File: config.mk
export PLATFORM = sky130hd
export DESIGN_NAME = gelato_l2_cache_responder
export DESIGN_NICKNAME = d
export VERILOG_FILES = /design/src/rtl/gelato_l2_cache_responder.sv
export SDC_FILE = /design/constraint.sdc
export NUM_CORES = 2
export LEC_CHECK = 0
export CAP_MARGIN = 20
export CORE_MARGIN = 4
export CORE_UTILIZATION = 65
export CTS_BUF_LIST = sky130_fd_sc_hd__clkbuf_8
export CTS_CLUSTER_DIAMETER = 200
export CTS_CLUSTER_SIZE = 40
export DETAILED_ROUTE_END_ITERATION = 16
export MAX_ROUTING_LAYER = met4
export PLACE_DENSITY_LB_ADDON = 0.08
export SLEW_MARGIN = 5
export SYNTH_ARGS = -nofsm -noshare
export SYNTH_HDL_FRONTEND = slang
export SYNTH_SLANG_ARGS = --single-unit
File: constraint.sdc
create_clock -name clk -period 6.4 [get_ports clk]
set_clock_uncertainty 0.2 [all_clocks]
set_input_delay 1.6 -clock clk [delete_from_list [all_inputs] [get_ports clk]]
set_output_delay 1.6 -clock clk [all_outputs]
set_load 0.005 [all_outputs]
File: src/rtl/gelato_l2_cache_responder.sv
// L2 responder for the L1<->L2 read link: direct-mapped, read-only, one word per line,
// misses filled through a memory request/response port, with hit/miss counters.
module gelato_l2_cache_responder #(
    parameter int unsigned ADDR_WIDTH = 32,
    parameter int unsigned DATA_WIDTH = 32,
    parameter int unsigned NUM_LINES  = 64
) (
    input  logic                  clk,
    input  logic                  rst_n,
    input  logic                  valid,
    input  logic [ADDR_WIDTH-1:0] addr,
    output logic                  done,
    output logic [DATA_WIDTH-1:0] data,
    input  logic                  flush,
    output logic                  mem_req_valid,
    input  logic                  mem_req_ready,
    output logic [ADDR_WIDTH-1:0] mem_req_addr,
    input  logic                  mem_resp_valid,
    input  logic [DATA_WIDTH-1:0] mem_resp_data,
    output logic [31:0]           hit_cnt,
    output logic [31:0]           miss_cnt
);

    localparam int unsigned OFF = $clog2(DATA_WIDTH / 8);
    localparam int unsigned IDX = $clog2(NUM_LINES);
    localparam int unsigned TAG = ADDR_WIDTH - OFF - IDX;
    localparam logic [ADDR_WIDTH-1:0] OFF_MASK = ADDR_WIDTH'((64'd1 << OFF) - 64'd1);

    typedef enum logic [2:0] {
        StIdle,
        StLookup,
        StMissReq,
        StMissWait,
        StResp
    } state_e;

    state_e                state_q, state_d;
    logic [ADDR_WIDTH-1:0] req_addr_q, req_addr_d;
    logic [ADDR_WIDTH-1:0] mem_req_addr_q, mem_req_addr_d;
    logic [DATA_WIDTH-1:0] data_q, data_d;
    logic [31:0]           hit_cnt_q, hit_cnt_d;
    logic [31:0]           miss_cnt_q, miss_cnt_d;
    logic [NUM_LINES-1:0]  line_valid_q, line_valid_d;
    logic [TAG-1:0]        tag_q [NUM_LINES];
    logic [DATA_WIDTH-1:0] line_data_q [NUM_LINES];

    logic [IDX-1:0] req_idx;
    logic [TAG-1:0] req_tag;
    logic           hit;
    logic           fill;

    assign req_idx = req_addr_q[OFF +: IDX];
    assign req_tag = req_addr_q[ADDR_WIDTH-1 -: TAG];
    assign hit     = line_valid_q[req_idx] && (tag_q[req_idx] == req_tag);
    assign fill    = (state_q == StMissWait) && mem_resp_valid;

    always_comb begin
        state_d        = state_q;
        req_addr_d     = req_addr_q;
        mem_req_addr_d = mem_req_addr_q;
        data_d         = data_q;
        hit_cnt_d      = hit_cnt_q;
        miss_cnt_d     = miss_cnt_q;
        line_valid_d   = line_valid_q;

        unique case (state_q)
            StIdle: begin
                if (valid) begin
                    req_addr_d = addr;
                    state_d    = StLookup;
                end
            end
            StLookup: begin
                if (hit) begin
                    data_d    = line_data_q[req_idx];
                    hit_cnt_d = hit_cnt_q + 32'd1;
                    state_d   = StResp;
                end else begin
                    miss_cnt_d     = miss_cnt_q + 32'd1;
                    mem_req_addr_d = req_addr_q & ~OFF_MASK;
                    state_d        = StMissReq;
                end
            end
            StMissReq: begin
                if (mem_req_ready) state_d = StMissWait;
            end
            StMissWait: begin
                if (mem_resp_valid) begin
                    data_d                = mem_resp_data;
                    line_valid_d[req_idx] = 1'b1;
                    state_d               = StResp;
                end
            end
            StResp: state_d = StIdle;
            default: state_d = StIdle;
        endcase

        // Flush applies after the lookup/fill of this cycle, so it wins over a same-cycle fill.
        if (flush) line_valid_d = '0;
    end

    always_ff @(posedge clk or negedge rst_n) begin
        if (!rst_n) begin
            state_q        <= StIdle;
            req_addr_q     <= '0;
            mem_req_addr_q <= '0;
            data_q         <= '0;
            hit_cnt_q      <= '0;
            miss_cnt_q     <= '0;
            line_valid_q   <= '0;
        end else begin
            state_q        <= state_d;
            req_addr_q     <= req_addr_d;
            mem_req_addr_q <= mem_req_addr_d;
            data_q         <= data_d;
            hit_cnt_q      <= hit_cnt_d;
            miss_cnt_q     <= miss_cnt_d;
            line_valid_q   <= line_valid_d;
        end
    end

    // Tag and data arrays are qualified by line_valid_q and need no reset.
    always_ff @(posedge clk) begin
        if (fill) begin
            tag_q[req_idx]       <= req_tag;
            line_data_q[req_idx] <= mem_resp_data;
        end
    end

    assign done          = (state_q == StResp);
    assign data          = data_q;
    assign mem_req_valid = (state_q == StMissReq);
    assign mem_req_addr  = mem_req_addr_q;
    assign hit_cnt       = hit_cnt_q;
    assign miss_cnt      = miss_cnt_q;

endmodule

==> key figures <==
Synthesis
  • Count of flip-flops with a built-in enable after synthesis: 3,584
  • Register area share after synthesis: 78.30%
  • Register bit total from synthesis: 3,807
  • Main flop type after synthesis: edfxtp_1
  • Avg Inst Size Synth: 18.45 sq um
  • Mapped Area: 144,600 sq um
  • Synth cell types: 87
  • Cell count after synthesis: 7,836
  • YS warnings: 0
  • Async S/R FF share, synth: 5.858%

Outcome
  • Outcome: complete, no violations

Die
  • I/O pin cnt: 200
  • Starting density of the core: 65.61%
  • Chip width: 479.6 um
  • Die area: 230,000 sq um
  • Die extent in y: 479.6 um
  • # rows: 172
  • CORE AREA: 220,400 sq um

Placement
  • Post-DP Area: 152,300 sq um
  • PortBufs: 195
  • Final HPWL DP: 239,900 um
  • Placed instance count: 10,870
  • Gpl congestion: 0.8679

Worst setup path
  • Crit path launch type: flop
  • Reg2Reg Launch Point: req_addr_q[2]
  • R2r setup slk: 0.03 ns
  • Crit. End Element: flop
  • RR Endpoint: data[29]
  • CP arrival: 7.12 ns
  • Crit. Startpoint: req_addr_q[2]
  • Worst EP required: 7.14 ns
  • Crit-path max FO: 24
  • Setup CP Type: reg -> reg
  • Worst setup endpoint: data[29]
  • Worst reg2reg path depth: 15

Final layout
  • Finished Layout Cells: 11,100
  • Final nets: 8,092
  • P&R area growth vs syn: 6.704%
  • Util after Layout: 70.01%
  • Share of cells above drive strength 1: 13.43%
  • Design area: 154,300 sq um

Routing
  • Mean routed wirelength per cell: 41.09 um
  • Routed Antenna Nets: 0
  • Final wirelength: 456,000 um
  • Drt pass-1 iters: 9
  • Vias: 84,250
  • First-iteration detailed-routing DRC count: 16,500
  • DR vias/cell: 7.593
  • Number of remaining DRC errors: 0

Global route
  • GR Overflow Total: 0
  • Initial antenna violation count: 27
  • Gr usage total: 40.58%
  • Number of global-route vias before repair: 79,090
  • Largest net degree at the start of global routing: 105
  • Global-route wire length before repair: 626,700 um

Clocking
  • Clk_lat worst skew: 1.04 ns
  • Clock transition at path regs: 0.22 ns
  • Post-CTS Hold Buffers: 0
  • CTS tree: yes
  • Clock Path Buffers: 3
  • Root Buffer: clkbuf_8
  • Htree depth: 3
  • Cts bufs inserted: 105
  • CTS sink cnt: 3,807

Min path
  • Min-Delay Path Class: reg -> reg

Timing
  • Max-slew violation count: 0
  • Fmax: 156.9 MHz
  • Final Hold Viols: 0
  • Slew HR: 17.95%
  • RSZ-0062 raised after global routing: false
  • TNS Setup: 0 ns
  • Slew @ Worst Pin: 1.226 ns
  • Minimum clock period: 6.373 ns
  • Final setup fails: 0
  • Period utilization: 99.57%

Power
  • Worst vdd ir: 0.4357 mV
  • Power Density: 385.2 nW/um^2
  • Leakage power: 0.04839 uW
  • Total power: 59,430 uW

Flow run
  • Max Cap Viol: 0
[power breakdown]
part           leakage, uW  internal, uW  switching [uW]
clock              0.00125          1610            6710
sequential          0.0351         29200             685
combinational       0.0120          7110           14100
[how the worst min path moves through the flow]
stage,start,to,slack (ns),depth (start not counted)
floorplan,line_valid_q[12],line_valid_q[12],0.26,2
global placement,hit_cnt[31],hit_cnt[31],0.26,1
detailed placement,mem_req_addr[2],mem_req_addr[2],0.27,2
CTS,hit_cnt[31],hit_cnt[31],0.30,1
global route,hit_cnt[31],hit_cnt[31],0.32,1
finish,hit_cnt[31],hit_cnt[31],0.29,1
[registers in the layout, indices dropped and copies added (netlist names)]
register and flops:
hit_cnt 32, miss_cnt 32, tag_q 1536, req_addr_q 30, line_data_q 2048, data 32, mem_req_addr 30, state_q 3
line_valid_q 64
[repair_timing]
action                                  4_1_cts  5_1_grt
endpoints found under the setup margin        0        5
gates resized for setup                       0        1
buffers inserted                              0        0
[cell families after synthesis]
group                    after synthesis  share of synthesized area (%)
flip-flops                          3807                          78.30
AO/OA/AOI/OAI                       1655                          8.388
AND/OR/NAND/NOR                      889                          2.969
multiplexers                         873                          8.074
buffers and inverters                524                          1.735
XOR/XNOR                              85                         0.5149
adder cells (fa/ha/maj)                2                        0.01731
other                                  1                       0.002594
[layout by cell type (no fill, tap or decap), types with 22 or more instances in the layout]
cell type and instances:
a22o_1 119, nor2_4 73, nor3_1 24, a222oi_1 28, nand3_1 74, mux2i_1 474
o221ai_1 23, buf_4 296, mux2_2 162, a21oi_1 200, clkbuf_8 108, o22ai_1 124
buf_2 32, a221oi_1 260, diode_2 29, a31oi_1 86, nor4_1 32, nand4_1 73
xor2_1 37, inv_1 103, a41oi_1 22, dfrtp_1 195, nor2_1 300, a22oi_1 509
dfrtp_2 22, o21ai_0 136, clkdlybuf4s50_1 162, nand2_1 171, buf_12 86, mux2_4 27
o211ai_1 24, edfxtp_1 3584, xnor2_1 48, a221o_1 40, and3_1 30, mux4_2 206
[cell usage after synthesis (all sizes together), types with 138 or more instances]
cell type | count | share of area [%]
a21oi | 200 | 0.69
edfxtp | 3584 | 74
nor2 | 374 | 0.97
mux2 | 192 | 1.6
nand2 | 172 | 0.45
clkbuf | 248 | 0.64
mux2i | 474 | 3.3
mux4 | 207 | 3.2
buf | 255 | 1.0
o21ai | 138 | 0.49
a22oi | 509 | 2.6
a221oi | 260 | 1.6
dfrtp | 223 | 3.9
[worst max-delay path, cell delays in order, from the launching register on]
cell and delay, ns:
dfrtp_4 0.96, nand2b_2 0.66, buf_4 0.50, nor2_4 0.21, a222oi_1 0.29, o22ai_1 0.15
nor4b_1 0.89, buf_4 0.24, xnor2_1 0.13, nor4_2 0.19, and4_1 0.44, buf_4 0.20
nand3_4 0.12, o21ai_4 0.40, buf_4 0.28, mux2_4 0.30
[stage by stage]
step | worst slack, ns | hold slack [ns]
final | 0.02724 | 0.2926
after global routing | 0.06539 | 0.3206
after CTS | 0.1779 | 0.3026
after detailed placement | 0.1803 | 0.2735
after global placement | 0.2047 | 0.2605
after floorplan | 0.6002 | 0.2608
[cell type report]
cell class,count,area (sq um)
clock buffer,108,1486
timing repair buffer,579,5767
inverter,21,90.09
tap,2958,3701
multi-input combinational,3506,29530
fill,13880,66100
clock inverter,89,369.1
sequential,3807,113300
antenna,29,72.57
[metal layers]
layer	share of wire (%)	vias up	routed length (um)	GRT usage [%]
li1	-	32320	-	-
met1	34	43020	155800	56.61
met2	44	7543	202400	58.29
met3	16	1375	71810	9.883
met4	5.7	0	26030	17.15
met5	0	-	0	-
Power figures use the tool's default switching activity.
